$ cat src/rtl/otter_intr_ctrl.sv
// Interrupt controller for the OTTER core: synchronises raw sources, latches edge or level
// pending bits, and hands the lowest-index enabled source to the control unit.
module otter_intr_ctrl #(
    parameter int unsigned NUM_SRC = 8,
    parameter int unsigned CW      = 3
) (
    input  logic               INTC_CLK,
    input  logic               INTC_RST_N,
    input  logic [NUM_SRC-1:0] INTC_SRC,
    input  logic               INTC_WR,
    input  logic [1:0]         INTC_ADDR,
    input  logic [31:0]        INTC_WDATA,
    output logic [31:0]        INTC_RDATA,
    output logic               INTC_INT,
    input  logic               INTC_TAKEN,
    input  logic               INTC_MRET,
    output logic [CW-1:0]      INTC_CAUSE
);

    typedef enum logic [1:0] {StIdle, StReq, StService} state_e;

    state_e             state_q, state_d;
    logic [NUM_SRC-1:0] sync1_q, sync2_q, prev_q;
    logic [NUM_SRC-1:0] pending_q, pending_d;
    logic [NUM_SRC-1:0] enable_q, enable_d;
    logic [NUM_SRC-1:0] edge_mode_q, edge_mode_d;
    logic [CW-1:0]      cause_q, cause_d;
    logic               int_q;

    logic [NUM_SRC-1:0] act, rise, clr;
    logic [CW-1:0]      top_idx;
    logic               unused_wdata;

    assign unused_wdata = ^INTC_WDATA;
    assign act          = pending_q & enable_q;
    assign rise         = sync2_q & ~prev_q;

    // Scan downward so the lowest set index is the last one written.
    always_comb begin
        top_idx = '0;
        for (int i = int'(NUM_SRC) - 1; i >= 0; i--) begin
            if (act[i]) top_idx = CW'(i);
        end
    end

    always_comb begin
        clr = '0;
        if (INTC_WR && INTC_ADDR == 2'd1) clr = INTC_WDATA[NUM_SRC-1:0];
        if (state_q == StReq && INTC_TAKEN) clr[cause_q] = 1'b1;
        // A fresh edge beats any clear arriving in the same cycle.
        pending_d = (edge_mode_q & (rise | (pending_q & ~clr))) | (~edge_mode_q & sync2_q);
    end

    always_comb begin
        enable_d    = enable_q;
        edge_mode_d = edge_mode_q;
        if (INTC_WR && INTC_ADDR == 2'd0) enable_d    = INTC_WDATA[NUM_SRC-1:0];
        if (INTC_WR && INTC_ADDR == 2'd3) edge_mode_d = INTC_WDATA[NUM_SRC-1:0];
    end

    always_comb begin
        state_d = state_q;
        cause_d = cause_q;
        unique case (state_q)
            StIdle: begin
                if (act != '0) begin
                    state_d = StReq;
                    cause_d = top_idx;
                end
            end
            StReq: begin
                if (INTC_TAKEN) begin
                    state_d = StService;
                end else if (act == '0) begin
                    state_d = StIdle;
                end else begin
                    cause_d = top_idx;
                end
            end
            StService: begin
                if (INTC_MRET) state_d = StIdle;
            end
            default: state_d = StIdle;
        endcase
    end

    always_ff @(posedge INTC_CLK or negedge INTC_RST_N) begin
        if (!INTC_RST_N) begin
            state_q     <= StIdle;
            sync1_q     <= '0;
            sync2_q     <= '0;
            prev_q      <= '0;
            pending_q   <= '0;
            enable_q    <= '0;
            edge_mode_q <= '0;
            cause_q     <= '0;
            int_q       <= 1'b0;
        end else begin
            state_q     <= state_d;
            sync1_q     <= INTC_SRC;
            sync2_q     <= sync1_q;
            prev_q      <= sync2_q;
            pending_q   <= pending_d;
            enable_q    <= enable_d;
            edge_mode_q <= edge_mode_d;
            cause_q     <= cause_d;
            int_q       <= (state_d == StReq);
        end
    end

    assign INTC_INT   = int_q;
    assign INTC_CAUSE = cause_q;

    always_comb begin
        INTC_RDATA = '0;
        unique case (INTC_ADDR)
            2'd0: INTC_RDATA = 32'(enable_q);
            2'd1: INTC_RDATA = 32'(pending_q);
            2'd2: begin
                INTC_RDATA[31]     = (state_q == StService);
                INTC_RDATA[30]     = (state_q == StReq);
                INTC_RDATA[CW-1:0] = cause_q;
            end
            2'd3: INTC_RDATA = 32'(edge_mode_q);
            default: INTC_RDATA = '0;
        endcase
    end

endmodule

$ cat config.mk
export PLATFORM = sky130hd
export DESIGN_NAME = otter_intr_ctrl
export DESIGN_NICKNAME = d
export VERILOG_FILES = /design/src/rtl/otter_intr_ctrl.sv
export SDC_FILE = /design/constraint.sdc
export NUM_CORES = 1
export LEC_CHECK = 0
export ABC_CLOCK_PERIOD_IN_PS = 2750
export CORE_ASPECT_RATIO = 2
export CORE_UTILIZATION = 48
export DETAILED_ROUTE_END_ITERATION = 7
export PLACE_DENSITY = 0.86
export SLEW_MARGIN = 20
export SYNTH_ARGS = -nofsm -noshare
export SYNTH_HDL_FRONTEND = slang
export SYNTH_SLANG_ARGS = --single-unit
$ cat constraint.sdc
create_clock -name INTC_CLK -period 2.75 [get_ports INTC_CLK]
set_input_delay 0.275 -clock INTC_CLK [delete_from_list [all_inputs] [get_ports INTC_CLK]]
set_output_delay 0.275 -clock INTC_CLK [all_outputs]
set_load 0.02 [all_outputs]
==> results.yml <==
setup_path:
  startpoint: "INTC_ADDR[1]"
  arrival_ns: 2.20
  criticalPathCategory: "primary input to output port"
  cp_max_fo: 7
  worstReg2RegStart: "state_q[1]"
  critPathCapture: "INTC_RDATA[5]"
  start_kind: "primary input"
  ff2ff_setup_slack_ns: 1.27
  cp_data_required_time_ns: 2.48
  reg2reg_depth: 4
  crit_path_end_kind: "output port"
  reg2reg_to: "pending_q[6]"
global_routing:
  grtUsageMet1_pct: 20.8
  busiest_layer: "met2"
  antenna_found_initial: 0
  grt.total_usage_pct: 19.3
  grt_pass1_vias: 1548
  gr-total-overflow: 0
  grt_max_degree: 31
  use_met2_pct: 34.3
  grt_pass1_wl_um: 7280
  met3_usage_pct: 2.85
finish:
  final_cell_mix: "dfrtp_1 (54), clkdlybuf4s50_1 (35), nand2_1 (29), conb_1 (22), mux2_2 (16)"
  final_nets: 282
  fin_cells: 291
  layout_commonest_cell: "dfrtp_1"
  antenna_cells: 0
  nFillCells: 354
  drive_gt1_share_pct: 15.3
  syn2layout_area_growth_pct: 19.2
sta:
  hold_violations: 21
  fin_worst_skew_ns: 0.00360
  report.final.slew_viol_count: 0
  fmaxAchievable_mhz: 404
  setup-tns-final_ns: 0
  setup_viol: 0
  fin_crit_ns: 2.47
  whs_ns: -0.0164
  rsz0062_at_grt: "false"
  fin_crit_sh_pct: 89.9
  worst_pin_slew_ns: 0.641
  slew_headroom_pct: 57.3
floorplanning:
  num_rows: 35
  start_util_pct: 50.5
  io_pins: 83
  fp.dieW_um: 51.7
  fp.dieH_um: 101
  core_um2: 4690
  die_area_um2: 5230
clock_tree:
  insertion_delay_ns: 0.30
  clock-sinks: 54
  holdBufCountCts: 0
  post_cts_buffers: 0
  cts-resized-gates: 0
  cts_made_buffers: 5
  cts_tree: "done"
  htree_levels: 2
  cts_buffer_depth: 2
  clock-root-buffer: "clkbuf_8"
  clkTransAtPathRegs_ns: 0.09
routing:
  wl_per_cell_um: 15.0
  vias: 1556
  drtIter0Drc: 19
  drc_errors: 0
  drt-vias-per-instance: 5.35
  first_pass_iters: 4
  ant_nets: 0
  finalWirelength_um: 4360
place:
  place_congestion: 0.885
  dpl.hpwl_um: 3280
  dp.cells: 283
  port_buffers: 36
logic_synthesis:
  synthXorXnorAreaFrac_pct: 0
  synth-seq-cells: 54
  yosys.area_share.simple_pct: 9.99
  yosysTopAreaCell: "dfrtp_1"
  synth_fa_ha_area_share_pct: 0
  synth-compound-area-share_pct: 11.4
  yosysSeqAreaShare_pct: 57.1
  synth_top_family_by_area: "multiplexers"
  ys_warn_count: 0
  synthDistinctLibCells: 33
  syn_area_um2: 2370
  syn-mean-instance-area_um2: 12.3
  syn_inst: 192
  synth_mux_area_share_pct: 12.6
  yosys-top-cells-area: "dfrtp_1 (57%), buf_4 (7.6%), mux2_2 (7.6%)"
  synth_top_area_share_pct: 57.1
power:
  power_per_cell_area_nw_per_um2: 786
  ir_drop_uv: 621
  p_leak_nw: 1.28
min_path:
  hp-class: "primary input to async pin"
outcome:
  violations: "hold timing"
  run_status: "finished, violations left"
flow_run:
  drv_cap: 0
## Yosys cell counts
| library cell | instances |
|---|---|
| inv_1 | 3 |
| a31o_2 | 1 |
| and3b_1 | 1 |
| buf_4 | 24 |
| a21oi_1 | 7 |
| a22o_1 | 2 |
| a22oi_4 | 1 |
| nand4_1 | 1 |
| mux2i_1 | 5 |
| mux2_2 | 16 |
| nand3b_1 | 1 |
| conb_1 | 1 |
| a22oi_1 | 2 |
| nand3_1 | 3 |
| a31oi_1 | 1 |
| mux4_2 | 3 |
| nor2b_1 | 2 |
| buf_6 | 1 |
| nand2_4 | 1 |
| o211ai_1 | 1 |
| nor3b_4 | 1 |
| and2_1 | 2 |
| a21o_1 | 6 |
| nor4bb_1 | 2 |
| o22ai_1 | 1 |
| o21a_1 | 2 |
| nand2_1 | 29 |
| a32o_1 | 1 |
| o21ai_0 | 6 |
| buf_2 | 1 |
| nor2_1 | 4 |
| a221oi_1 | 6 |
| dfrtp_1 | 54 |
## per-layer routing
metal	share of wire [%]	wire length, um
met1	37	1610
met2	54	2360
met3	4.6	199
met4	4.4	191
met5	0	0
## worst max-delay path, cell delays in order
cell,delay (ns)
clkdlybuf4s50_1,0.66
and2_1,0.38
nand2_1,0.09
o21ai_0,0.13
clkdlybuf4s50_1,0.67
## worst min path at each step
stage,from,end,slack [ns],cells after the start
floorplan,INTC_RST_N,INTC_CAUSE[0],-0.02,0
global placement,INTC_RST_N,sync1_q[6],0.33,1
detailed placement,INTC_RST_N,sync1_q[6],0.34,1
CTS,INTC_RST_N,sync1_q[6],0.005,1
global route,INTC_RST_N,sync1_q[6],0.02,1
finish,INTC_RST_N,sync1_q[6],-0.02,1
## cell type report
type / count / area, um2 / area share [%]
inverters: 3 / 11.3 / 0.399
clock inverters: 2 / 37.5 / 1.33
multi-input cells: 130 / 887 / 31.4
flip-flops and latches: 54 / 1350 / 47.9
repair buffers: 41 / 393 / 13.9
well taps: 55 / 68.8 / 2.44
clock buffers: 6 / 72.6 / 2.57
## state kept, by name, indices dropped and copies added (netlist names)
signal / cells
edge_mode_q: 8
enable_q: 8
pending_q: 8
prev_q: 8
sync1_q: 8
sync2_q: 8
INTC_CAUSE: 3
state_q: 2
INTC_INT: 1
## cell families (layout without fill, tap and decap cells)
group	after synthesis	after routing
mux	24	24
buf+inv	29	52
compound gates	37	37
other cells	1	22
flops	54	54
simple gates	47	47
## report_power, final
| group | leakage [nW] | internal [mW] | switching, mW | total [mW] |
|---|---|---|---|---|
| clock | 0.0514 | 0.272 | 0.242 | 0.514 |
| sequential | 0.634 | 0.924 | 0.148 | 1.07 |
| combinational | 0.590 | 0.313 | 0.319 | 0.632 |
## metrics by stage
stage                     hold slack (ns)  area [um2]  power (mW)  util (%)  setup WS (ns)
after floorplan                   -0.0206        2450        1.47         -           1.31
after global placement              0.330        2710        1.69      57.9          0.307
after detailed placement            0.336        2710        1.71      57.9          0.306
after CTS                         0.00483        2820        2.23      60.2          0.297
after global routing               0.0230        2820        2.34      60.2          0.148
final                             -0.0164        2820        2.22      60.2          0.278
(Power assumes the default switching activity.)
